`src/rtl/riscv_pkg.sv`:
```
// Shared definitions for the RISC-V core pipeline stages.
package riscv_pkg;

   localparam int XLEN = 32;

   // addi x0,x0,0 is used as the pipeline bubble; ecall stops fetch.
   localparam logic [XLEN-1:0] RV_NOP_INSTR  = 32'h0000_0013;
   localparam logic [XLEN-1:0] RV_HALT_INSTR = 32'h0000_0073;

   typedef enum logic [1:0] {
      S_BOOT = 2'd0,
      S_RUN  = 2'd1,
      S_HALT = 2'd2
   } fetch_state_t;

endpackage

```
`src/rtl/if_id_reg.sv`:
```
// IF/ID pipeline register: load a fetched instruction, hold it, or insert a bubble.
module if_id_reg
   import riscv_pkg::*;
#(
   parameter logic [XLEN-1:0] NOP_INSTR = RV_NOP_INSTR
) (
   input  logic            clk,
   input  logic            reset,
   input  logic            load,
   input  logic            bubble,
   input  logic [XLEN-1:0] pc_in,
   input  logic [XLEN-1:0] instr_in,
   output logic [XLEN-1:0] pc,
   output logic [XLEN-1:0] instr,
   output logic            valid
);

   // Bubble wins over load; with neither asserted the register holds.
   always_ff @(posedge clk) begin
      if (reset || bubble) begin
         pc    <= '0;
         instr <= NOP_INSTR;
         valid <= 1'b0;
      end else if (load) begin
         pc    <= pc_in;
         instr <= instr_in;
         valid <= 1'b1;
      end
   end

endmodule

```
`src/rtl/instruction_fetch_stage.sv`:
```
// Fetch stage: program counter, BOOT/RUN/HALT sequencing and the IF/ID register.
//
//   state  | meaning
//   -------+-------------------------------------------------------------
//   S_BOOT | one cycle after reset; pc = RESET_PC, IF/ID holds a bubble
//   S_RUN  | fetching; redirect > stall > sequential fetch
//   S_HALT | ecall was fetched; pc and count frozen, IF/ID bubbles
//          | until redirect (or reset)
module instruction_fetch_stage
   import riscv_pkg::*;
#(
   parameter int              IMEM_AW    = 6,
   parameter logic [XLEN-1:0] RESET_PC   = 32'h0000_0000,
   parameter logic [XLEN-1:0] NOP_INSTR  = RV_NOP_INSTR,
   parameter logic [XLEN-1:0] HALT_INSTR = RV_HALT_INSTR
) (
   input  logic               clk,
   input  logic               reset,
   input  logic               stall,
   input  logic               redirect,
   input  logic [XLEN-1:0]    redirect_pc,
   output logic [IMEM_AW-1:0] imem_addr,
   input  logic [XLEN-1:0]    imem_instr,
   output logic [XLEN-1:0]    pc,
   output logic [XLEN-1:0]    if_id_pc,
   output logic [XLEN-1:0]    if_id_instr,
   output logic               if_id_valid,
   output logic               halted,
   output logic [15:0]        fetch_count
);

   fetch_state_t    state, state_nxt;
   logic [XLEN-1:0] pc_nxt;
   logic [XLEN-1:0] target_pc;
   logic            do_fetch;
   logic            do_bubble;
   logic            unused_bits;

   // Word-aligned redirect target; the low two bits carry no meaning.
   assign target_pc   = {redirect_pc[XLEN-1:2], 2'b00};
   assign unused_bits = ^redirect_pc[1:0];

   // Memory is word addressed and deliberately aliases above its size.
   assign imem_addr = pc[IMEM_AW+1:2];
   assign halted    = (state == S_HALT);

   // Next-state, next-pc and IF/ID control decode.
   always_comb begin
      state_nxt = state;
      pc_nxt    = pc;
      do_fetch  = 1'b0;
      do_bubble = 1'b0;
      case (state)
         S_BOOT: begin
            state_nxt = S_RUN;
            do_bubble = 1'b1;
         end
         S_RUN: begin
            if (redirect) begin
               pc_nxt    = target_pc;
               do_bubble = 1'b1;
            end else if (!stall) begin
               do_fetch = 1'b1;
               pc_nxt   = pc + 32'd4;
               if (imem_instr == HALT_INSTR) begin
                  state_nxt = S_HALT;
               end
            end
         end
         S_HALT: begin
            do_bubble = 1'b1;
            if (redirect) begin
               pc_nxt    = target_pc;
               state_nxt = S_RUN;
            end
         end
         default: begin
            state_nxt = S_BOOT;
            do_bubble = 1'b1;
         end
      endcase
   end

   // PC, state and delivered-instruction counter.
   always_ff @(posedge clk) begin
      if (reset) begin
         state       <= S_BOOT;
         pc          <= RESET_PC;
         fetch_count <= '0;
      end else begin
         state <= state_nxt;
         pc    <= pc_nxt;
         if (do_fetch) begin
            fetch_count <= fetch_count + 16'd1;
         end
      end
   end

   if_id_reg #(
      .NOP_INSTR (NOP_INSTR)
   ) u_if_id_reg (
      .clk      (clk),
      .reset    (reset),
      .load     (do_fetch),
      .bubble   (do_bubble),
      .pc_in    (pc),
      .instr_in (imem_instr),
      .pc       (if_id_pc),
      .instr    (if_id_instr),
      .valid    (if_id_valid)
   );

endmodule

```
`config.mk`:
```
export PLATFORM = sky130hd
export DESIGN_NAME = instruction_fetch_stage
export DESIGN_NICKNAME = d
export VERILOG_FILES = /design/src/rtl/riscv_pkg.sv /design/src/rtl/if_id_reg.sv /design/src/rtl/instruction_fetch_stage.sv
export SDC_FILE = /design/constraint.sdc
export NUM_CORES = 1
export LEC_CHECK = 0
export ABC_AREA = 1
export CORE_MARGIN = 8
export CORE_UTILIZATION = 46
export DETAILED_ROUTE_END_ITERATION = 6
export GPL_ROUTABILITY_DRIVEN = 0
export PLACE_DENSITY_LB_ADDON = 0.2
export SYNTH_ARGS = -nofsm -noshare
export SYNTH_HDL_FRONTEND = slang
export SYNTH_SLANG_ARGS = --single-unit
export TNS_END_PERCENT = 1
```
`constraint.sdc`:
```
create_clock -name clk -period 2.1 [get_ports clk]
set_clock_uncertainty 0.1 [all_clocks]
set_input_delay 0.42 -clock clk [delete_from_list [all_inputs] [get_ports clk]]
set_output_delay 0.42 -clock clk [all_outputs]
set_load 0.005 [all_outputs]
```
# Yosys cells after proc, flatten, opt, wreduce, memory -nomap -nowiden
# Cells that the tools add are included.
# W data, S select, Z words.
totals:
  output_inout_bits: 120
  latch_bits: 0
  register_bits: 115
  in_bits: 68
  romBits: 0
  memories: 0
  elab_cells: 35
  ram_bits: 0
op_classes:
  multipliers: 0
  n_reduce_logical: 5
  n_addsub: 2
  div: 0
  mux: 14
  bitwise_logic: 0
  n_lt_le_gt_ge: 0
  shift: 0
  eq_ne: 8
ops:
  columns: ["cell", "n"]
  rows:
  - ["$mux W32", 3]
  - ["$pmux W32 S2", 1]
  - ["$add A32 B3 Y32 const B", 1]
  - ["$eq A32 B7 Y1 const B", 1]
  - ["$add A16 B1 Y16 const B", 1]
  - ["$mux W2", 4]
  - ["$ne A2 B2 Y1 const B", 4]
  - ["$pmux W2 S3", 1]
  - ["$mux W1", 5]
  - ["$reduce_and A4 Y1", 1]
  - ["$ne A3 B3 Y1 const B", 1]
  - ["$reduce_and A3 Y1", 1]
  - ["$eq A2 B1 Y1 const B", 1]
  - ["$eq A2 B2 Y1 const B", 1]
  - ["$logic_not A2 Y1", 1]
  - ["$reduce_bool A2 Y1", 1]
  - ["$logic_or A1 B1 Y1", 1]

# Logic depth before layout (Yosys ltp)
# Gate-level depths: netlist of the first run.
depth:
  ltp_word: 5
  mapped_depth: 10
  depth_no_buf: 10

# Hierarchy
# From an unflattened synthesis of the first run, not the netlist that was laid out.
unflattened:
  hier_cells: 975
  area_unflattened_um2: 6063.3
by_module_without_submodules:
  columns: ["mod", "cells_each", "n_inst", "area_per_inst_um2", "seq_area_each_um2"]
  rows:
  - ["instruction_fetch_stage", 572, 1, 3398.3, 960.9]
  - ["if_id_reg", 403, 1, 2665.1, 1301.2]

# Worst setup path after synthesis of the first run
# No wires, ideal clock.
synth_path:
  kind: "flip-flop to flip-flop"
  startpoint: "reg pc[2]"
  endpoint: "reg pc[22]"
  path_stages_with_launch: 11
  setup_ns: 0.132
  path_slack_ns: 0.516
  period_less_slack_ns: 1.584
  arrival_ns: 1.352
  required_ns: 1.868
  path_buffers: 0
  path_cell_list: "dfxtp_1 -> ha_1 -> nand2_1 -> nor2_1 -> nand2_1 -> nor2_2 -> nand3_1 -> nand2_1 -> nand2_1 -> nand2_1 -> a21oi_1"
synth_between:
  elab_chain_cells: 4
synth_lines:
  columns: ["item", "line", "source"]
  rows:
  - ["from (decl)", "instruction_fetch_stage.sv:24", "output logic [XLEN-1:0] pc,"]
  - ["from (signal assigned)", "instruction_fetch_stage.sv:92", "pc <= pc_nxt;"]
  - ["$add A32 B3 Y32", "instruction_fetch_stage.sv:64", "pc_nxt = pc + 32'd4;"]
  - ["$mux W32", "instruction_fetch_stage.sv:62", "end else if (!stall) begin"]
  - ["$mux W32", "instruction_fetch_stage.sv:59", "if (redirect) begin"]
  - ["$pmux W32 S2", "instruction_fetch_stage.sv:53", "case (state)"]
# No other way between the ends. The select of a mux whose other input is x is not followed.
# A chain may end at the register's enable or synchronous reset.

# Worst setup path after layout of the first run
layout_path:
  startpoint: "reg pc[22]"
  endpoint: "out pc[22]"
# No word-level cell between the ends.

==> results of run 1 <==
==> cell families after synthesis <==
logic type | after synthesis | synth area share [%]
adders and majority gates | 2 | 0.457
and+or+nand+nor | 421 | 32.9
DFF | 111 | 40.5
other | 1 | 0.0684
xor gates and xnor gates | 7 | 1.12
AOI/OAI and AO/OA | 163 | 15.5
buffers and inverters | 114 | 9.47
==> power by group through the flow <==
| stage | sequential (uW) | clock [uW] | combinational [uW] |
|---|---|---|---|
| floorplan | 2250 | 0 | 271 |
| global placement | 2260 | 0 | 587 |
| detailed placement | 2260 | 0 | 592 |
| CTS | 2210 | 1780 | 595 |
| global route | 2220 | 1840 | 658 |
| finish | 2210 | 1740 | 593 |
==> metal layers <==
metal | wire [um] | global-route usage [%] | share of wire [%]
met1 | 7090 | 25.3 | 41
met2 | 8140 | 36.6 | 47
met3 | 1760 | 8.20 | 10
met4 | 463 | 9.60 | 2.7
met5 | 0 | 0 | 0
==> cell usage in the layout (no fill, tap or decap), drive strengths merged, types with 5 or more instances in the layout <==
cell type / netlist / routed
buf: 29 / 27
nand4: 12 / 12
o21ai: 84 / 84
clkdlybuf4s50: 0 / 180
clkbuf: 18 / 10
xor2: 5 / 5
inv: 67 / 68
a21oi: 75 / 75
nor3: 11 / 11
dfxtp: 111 / 111
nand2: 173 / 173
nand3: 48 / 48
nor2: 172 / 172
==> stage by stage <==
stage                     cell area (um^2)  instances  utilization, %  total power, uW
after global placement                7480       1130            63.4             2850
after floorplan                       5490        822               -             2520
after CTS                             7780       1146            65.9             4580
final                                 7780       1146            65.9             4550
after global routing                  7780       1146            65.9             4720
after detailed placement              7480       1130            63.4             2850
==> timing repair <==
item | 4_1_cts | 5_1_grt
setup buffers | 0 | 0
setup endpoints to repair | 1 | 0
resized for setup | 1 | 0
==> flip-flops by register name, summed over array words and instances (netlist names) <==
| register | cells |
|---|---|
| pc | 30 |
| fetch_count | 16 |
| state | 2 |
| u_if_id_reg.valid | 1 |
| u_if_id_reg.instr | 32 |
| u_if_id_reg.pc | 30 |
==> tightest hold or removal path, cell delays in order (launching register included) <==
cell,delay [ns]
dfxtp_1,0.33
nand2_1,0.05
nand3_1,0.05
==> final timing paths <==
kind | from | end | slack (ns) | cells past startpoint
worst min-delay path | u_if_id_reg.instr[4]$_SDFFE_PP1P_ | u_if_id_reg.instr[4]$_SDFFE_PP1P_ | 0.36 | 2
worst max register to register | pc[2]$_SDFFE_PP0P_ | pc[22]$_SDFFE_PP0P_ | 0.30 | 9
worst min register to register | u_if_id_reg.instr[4]$_SDFFE_PP1P_ | u_if_id_reg.instr[4]$_SDFFE_PP1P_ | 0.36 | 2
worst max-delay path | pc[22]$_SDFFE_PP0P_ | pc[22] | 0.15 | 1
==> final cells by class <==
class,instances,area [um^2]
Fill cell,1072,4030
Sequential cell,111,2220
Timing Repair Buffer,208,2080
Clock buffer,10,239
Clock inverter,6,58.8
Inverter,67,251
Tap cell,147,184
Multi-Input combinational cell,597,2750
==> results.cfg, run 1 <==
[run_status]
status = finished clean

[setup_path]
cp_slowest_cell = clkdlybuf4s50_1
endpoint_kind = primary output
worstPathMaxFanout = 6
worstPathRequired_ns = 1.58
max_stage_delay_ns = 0.57
crit_arrival_ns = 1.43
worst-setup-path-type = reg2out
critPathTopFamily = buffers and inverters
critPathBufInv = 1
startpoint_type = flop
crit_chain = clkdlybuf4s50_1

[timing]
rsz0062_at_grt = no
slew_violations = 0
fin_crit_ns = 1.95
fin_crit_sh_pct = 93.0
setup_violations = 0
hold_viol_final = 0
holdWs_ns = 0.359
fin_ws_ns = 0.147
max_freq_mhz = 512
fin_tns_setup_ns = 0

[synth]
syn_avg_cell_area_um2 = 6.69
synth-seq-cells = 111
synth_area_leaders = dfxtp_1 41%, nand2_1 12%, nor2_1 11%
synth_area_mm2 = 0.00548
async_reset_ff_share_pct = 0
yosysMostFrequentCell = nand2_1
synth_top_area_share_pct = 40.5
ys_warn_count = 0
synth_edf_count = 0
synth_top_area_cell = dfxtp_1
synth_top_flop_cell = dfxtp_1
synth_cell_types = 36
syn_inst = 819
seq_area_frac_synth_pct = 40.5
synth_commonest_cells = 170 x nand2_1, 163 x nor2_1, 111 x dfxtp_1, 80 x o21ai_0, 75 x a21oi_1

[clocking]
clockBufferDepth = 2
cts_sinks = 111
cts_max_level = 3
cts_made_buffers = 9
insertion_delay_ns = 0.36
cts_hold_buf = 0
tritoncts = built
clkTransAtPathRegs_ns = 0.07
cts_root_buf = clkbuf_16

[power_and_ir_drop]
pwr-share-clk_pct = 38.3
swShare_pct = 24.9
power_leakage_uw = 0.00303
p_int_uw = 3420
power_frac_comb_pct = 13.0
peakVddDrop_mv = 0.442
seq_power_share_pct = 48.7
power.density_mw_per_mm2 = 584
p_sw_uw = 1130

[place]
dp_slack_ns = 0.00979
place_hpwl_um = 13200
port_buffers = 181

[drt]
drt_first_pass_iters = 5
ant_nets = 0
vias = 5833
wire_per_inst_um = 15.2
vias_per_cell = 5.09
drc = 0
drt_iter0_markers = 417
wl_um = 17500

[die]
initial_core_util_pct = 46.4
core_area_mm2 = 0.0118
row_count = 40
dieWidth_um = 125
fp.dieH_um = 125
dieArea_mm2 = 0.0157
pin_count = 188

[layout]
area_growth_pct = 42.0
drive_above_1_share_pct = 6.91
n_antenna_cell = 0
fin_nets = 1064

[worst_hold_path]
hp-class = reg2reg

[global_routing]
grt_pass1_vias = 5674
gr-total-overflow = 0
grt_max_degree = 48
grt_pass1_wl_um = 28600
antenna_found_initial = 0
grt_usage_pct = 22.2

[flow_run]
max-cap-violations = 0
Note: power is estimated with default switching activity, not from simulation.
==> run 2, diff against run 1 <==
--- a/config.mk
+++ b/config.mk
@@ -11,6 +11,7 @@
 export DETAILED_ROUTE_END_ITERATION = 6
 export GPL_ROUTABILITY_DRIVEN = 0
 export PLACE_DENSITY_LB_ADDON = 0.2
+export SLEW_MARGIN = 30
 export SYNTH_ARGS = -nofsm -noshare
 export SYNTH_HDL_FRONTEND = slang
 export SYNTH_SLANG_ARGS = --single-unit
==> results of run 2 <==
Final layout, timing and power as in run 1 (identical DEF).
==> run 3, diff against run 2 <==
--- a/config.mk
+++ b/config.mk
@@ -7,7 +7,7 @@
 export LEC_CHECK = 0
 export ABC_AREA = 1
 export CORE_MARGIN = 8
-export CORE_UTILIZATION = 46
+export CORE_UTILIZATION = 30
 export DETAILED_ROUTE_END_ITERATION = 6
 export GPL_ROUTABILITY_DRIVEN = 0
 export PLACE_DENSITY_LB_ADDON = 0.2
==> run 3 against run 2 <==
Net effect:
- flip-flop and latch count unchanged
- hold slack gained 0.0012 ns
- sequential power hardly changed
- die area grew 46%
- setup slack worse by 0.032 ns
- design area grew 1.1%
- clock power shrank 2%
- power is 0.78% lower
- fmax shrank 1.6%
- critical path type unchanged
==> results.cfg, run 3 (same netlist as run 1, synthesis figures left out) <==
[global_routing]
grt_pass1_wl_um = 29400
grt_pass1_vias = 5586
antenna_found_initial = 0
grt_max_degree = 46
gr-total-overflow = 0
grt_usage_pct = 16.4

[place]
port_buffers = 181
dp_slack_ns = 0.0304
place_hpwl_um = 14300
dp_cells = 1214

[setup_path]
endpoint_kind = primary output
max_stage_delay_ns = 0.58
cp_slowest_cell = clkdlybuf4s50_1
crit_chain = clkdlybuf4s50_1
worstPathRequired_ns = 1.58
rr_endpoint = pc[22]$_SDFFE_PP0P_
worstRegToRegCells = 9
worst-setup-path-type = reg2out
critPathTopFamily = buffers and inverters
startpoint_type = flop
crit_arrival_ns = 1.46
critPathBufInv = 1
regToRegStartpoint = pc[3]$_SDFFE_PP0P_
cp-endpoint = pc[14]
crit_start = pc[14]$_SDFFE_PP0P_
reg2reg_setup_slack_ns = 0.29
worstPathMaxFanout = 6
cp.depth = 1

[power_and_ir_drop]
power.density_mw_per_mm2 = 574
power_leakage_uw = 0.00303
pwr-share-clk_pct = 37.6
p_sw_uw = 1200
seq_power_share_pct = 49.0
p_int_uw = 3310
power_frac_comb_pct = 13.4
swShare_pct = 26.6
peakVddDrop_mv = 0.403

[timing]
slew_violations = 0
setup_violations = 0
max_freq_mhz = 504
hold_viol_final = 0
rsz0062_at_grt = no
fin_ws_ns = 0.116
holdWs_ns = 0.360
fin_crit_ns = 1.98
fin_tns_setup_ns = 0
fin_crit_sh_pct = 94.5

[layout]
reg.largest.list = u_if_id_reg.instr x32, pc x30, u_if_id_reg.pc x30
area_growth_pct = 43.5
layout_common_cells = 180 x clkdlybuf4s50_1, 170 x nand2_1, 163 x nor2_1, 111 x dfxtp_1, 80 x o21ai_0
drive_above_1_share_pct = 6.99
layout.core_utilization_pct = 43.8
top_register = u_if_id_reg.instr
n_antenna_cell = 0
final_common_cell = clkdlybuf4s50_1
largest_register_ffs = 32
fin_nets = 1066
fin_cells = 1230

[clocking]
cts_root_buf = clkbuf_16
cts_sinks = 111
tritoncts = built
clockBufferDepth = 2
insertion_delay_ns = 0.36
post-cts-setup-buffers = 0
cts_hold_buf = 0
clkTransAtPathRegs_ns = 0.08
cts_max_level = 3
cts_made_buffers = 9

[worst_hold_path]
hp-class = reg2reg

[drt]
drt_first_pass_iters = 5
wl_um = 18800
vias_per_cell = 4.66
ant_nets = 0
wire_per_inst_um = 15.3
drt_iter0_markers = 314
drc = 0
vias = 5731

[die]
dieWidth_um = 151
initial_core_util_pct = 30.5
row_count = 49
pin_count = 188
core_area_mm2 = 0.0180
fp.dieH_um = 151
dieArea_mm2 = 0.0228

[flow_run]
max-cap-violations = 0

[run_status]
status = finished clean
run 3: area by class of cell:
type / instances / area [um^2]
fill: 1896 / 10100
multi-input combinational: 597 / 2750
sequential: 111 / 2220
timing repair buffer: 210 / 2070
tap: 229 / 287
inverter: 67 / 251
clock buffer: 11 / 243
clock inverter: 5 / 41.3
run 3: how the worst min path moves through the flow:
| stage | start | endpoint | slack [ns] | cells past startpoint |
|---|---|---|---|---|
| final | u_if_id_reg.instr[4]$_SDFFE_PP1P_ | u_if_id_reg.instr[4]$_SDFFE_PP1P_ | 0.36 | 2 |
| after global routing | u_if_id_reg.instr[4]$_SDFFE_PP1P_ | u_if_id_reg.instr[4]$_SDFFE_PP1P_ | 0.38 | 2 |
| after CTS | u_if_id_reg.instr[4]$_SDFFE_PP1P_ | u_if_id_reg.instr[4]$_SDFFE_PP1P_ | 0.36 | 2 |
| after detailed placement | u_if_id_reg.instr[4]$_SDFFE_PP1P_ | u_if_id_reg.instr[4]$_SDFFE_PP1P_ | 0.34 | 2 |
| after global placement | u_if_id_reg.instr[4]$_SDFFE_PP1P_ | u_if_id_reg.instr[4]$_SDFFE_PP1P_ | 0.34 | 2 |
| after floorplan | u_if_id_reg.instr[1]$_SDFFE_PP1P_ | u_if_id_reg.instr[1]$_SDFFE_PP1P_ | 0.35 | 2 |
run 3: routing by layer:
metal,global-route usage [%],routed length (um),up-vias
met2,26.2,8390,184
met4,3.81,172,0
li1,-,-,2976
met1,20.1,8240,2560
met5,0,0,-
met3,6.81,2040,11
run 3: what timing repair did:
action                                  4_1_cts  5_1_grt
resized for setup                             0        1
endpoints found under the hold margin         0        0
endpoints found under the setup margin        0        1
run 3: worst register-to-register path, stage by stage (launching register included):
cell and delay [ns]:
dfxtp_1 0.34, ha_1 0.28, nand2_1 0.10, nor2_1 0.17, nand2_1 0.21, nor2_2 0.17, nand4_1 0.11, nand2_1 0.08
nand2_1 0.04, a21oi_1 0.15
run 3: metrics by stage:
step                total power (uW)  cell area [um^2]
floorplan                       2520              5490
global placement                2870              7580
detailed placement              2870              7580
CTS                             4580              7860
global route                    4710              7860
finish                          4510              7860
run 3: power by group through the flow:
stage / clock network (uW) / registers (uW) / logic, uW
2_1_floorplan: 0 / 2250 / 271
3_3_place_gp: 0 / 2260 / 607
3_5_place_dp: 0 / 2260 / 609
4_1_cts: 1750 / 2210 / 612
5_1_grt: 1830 / 2220 / 666
6_report: 1700 / 2210 / 603
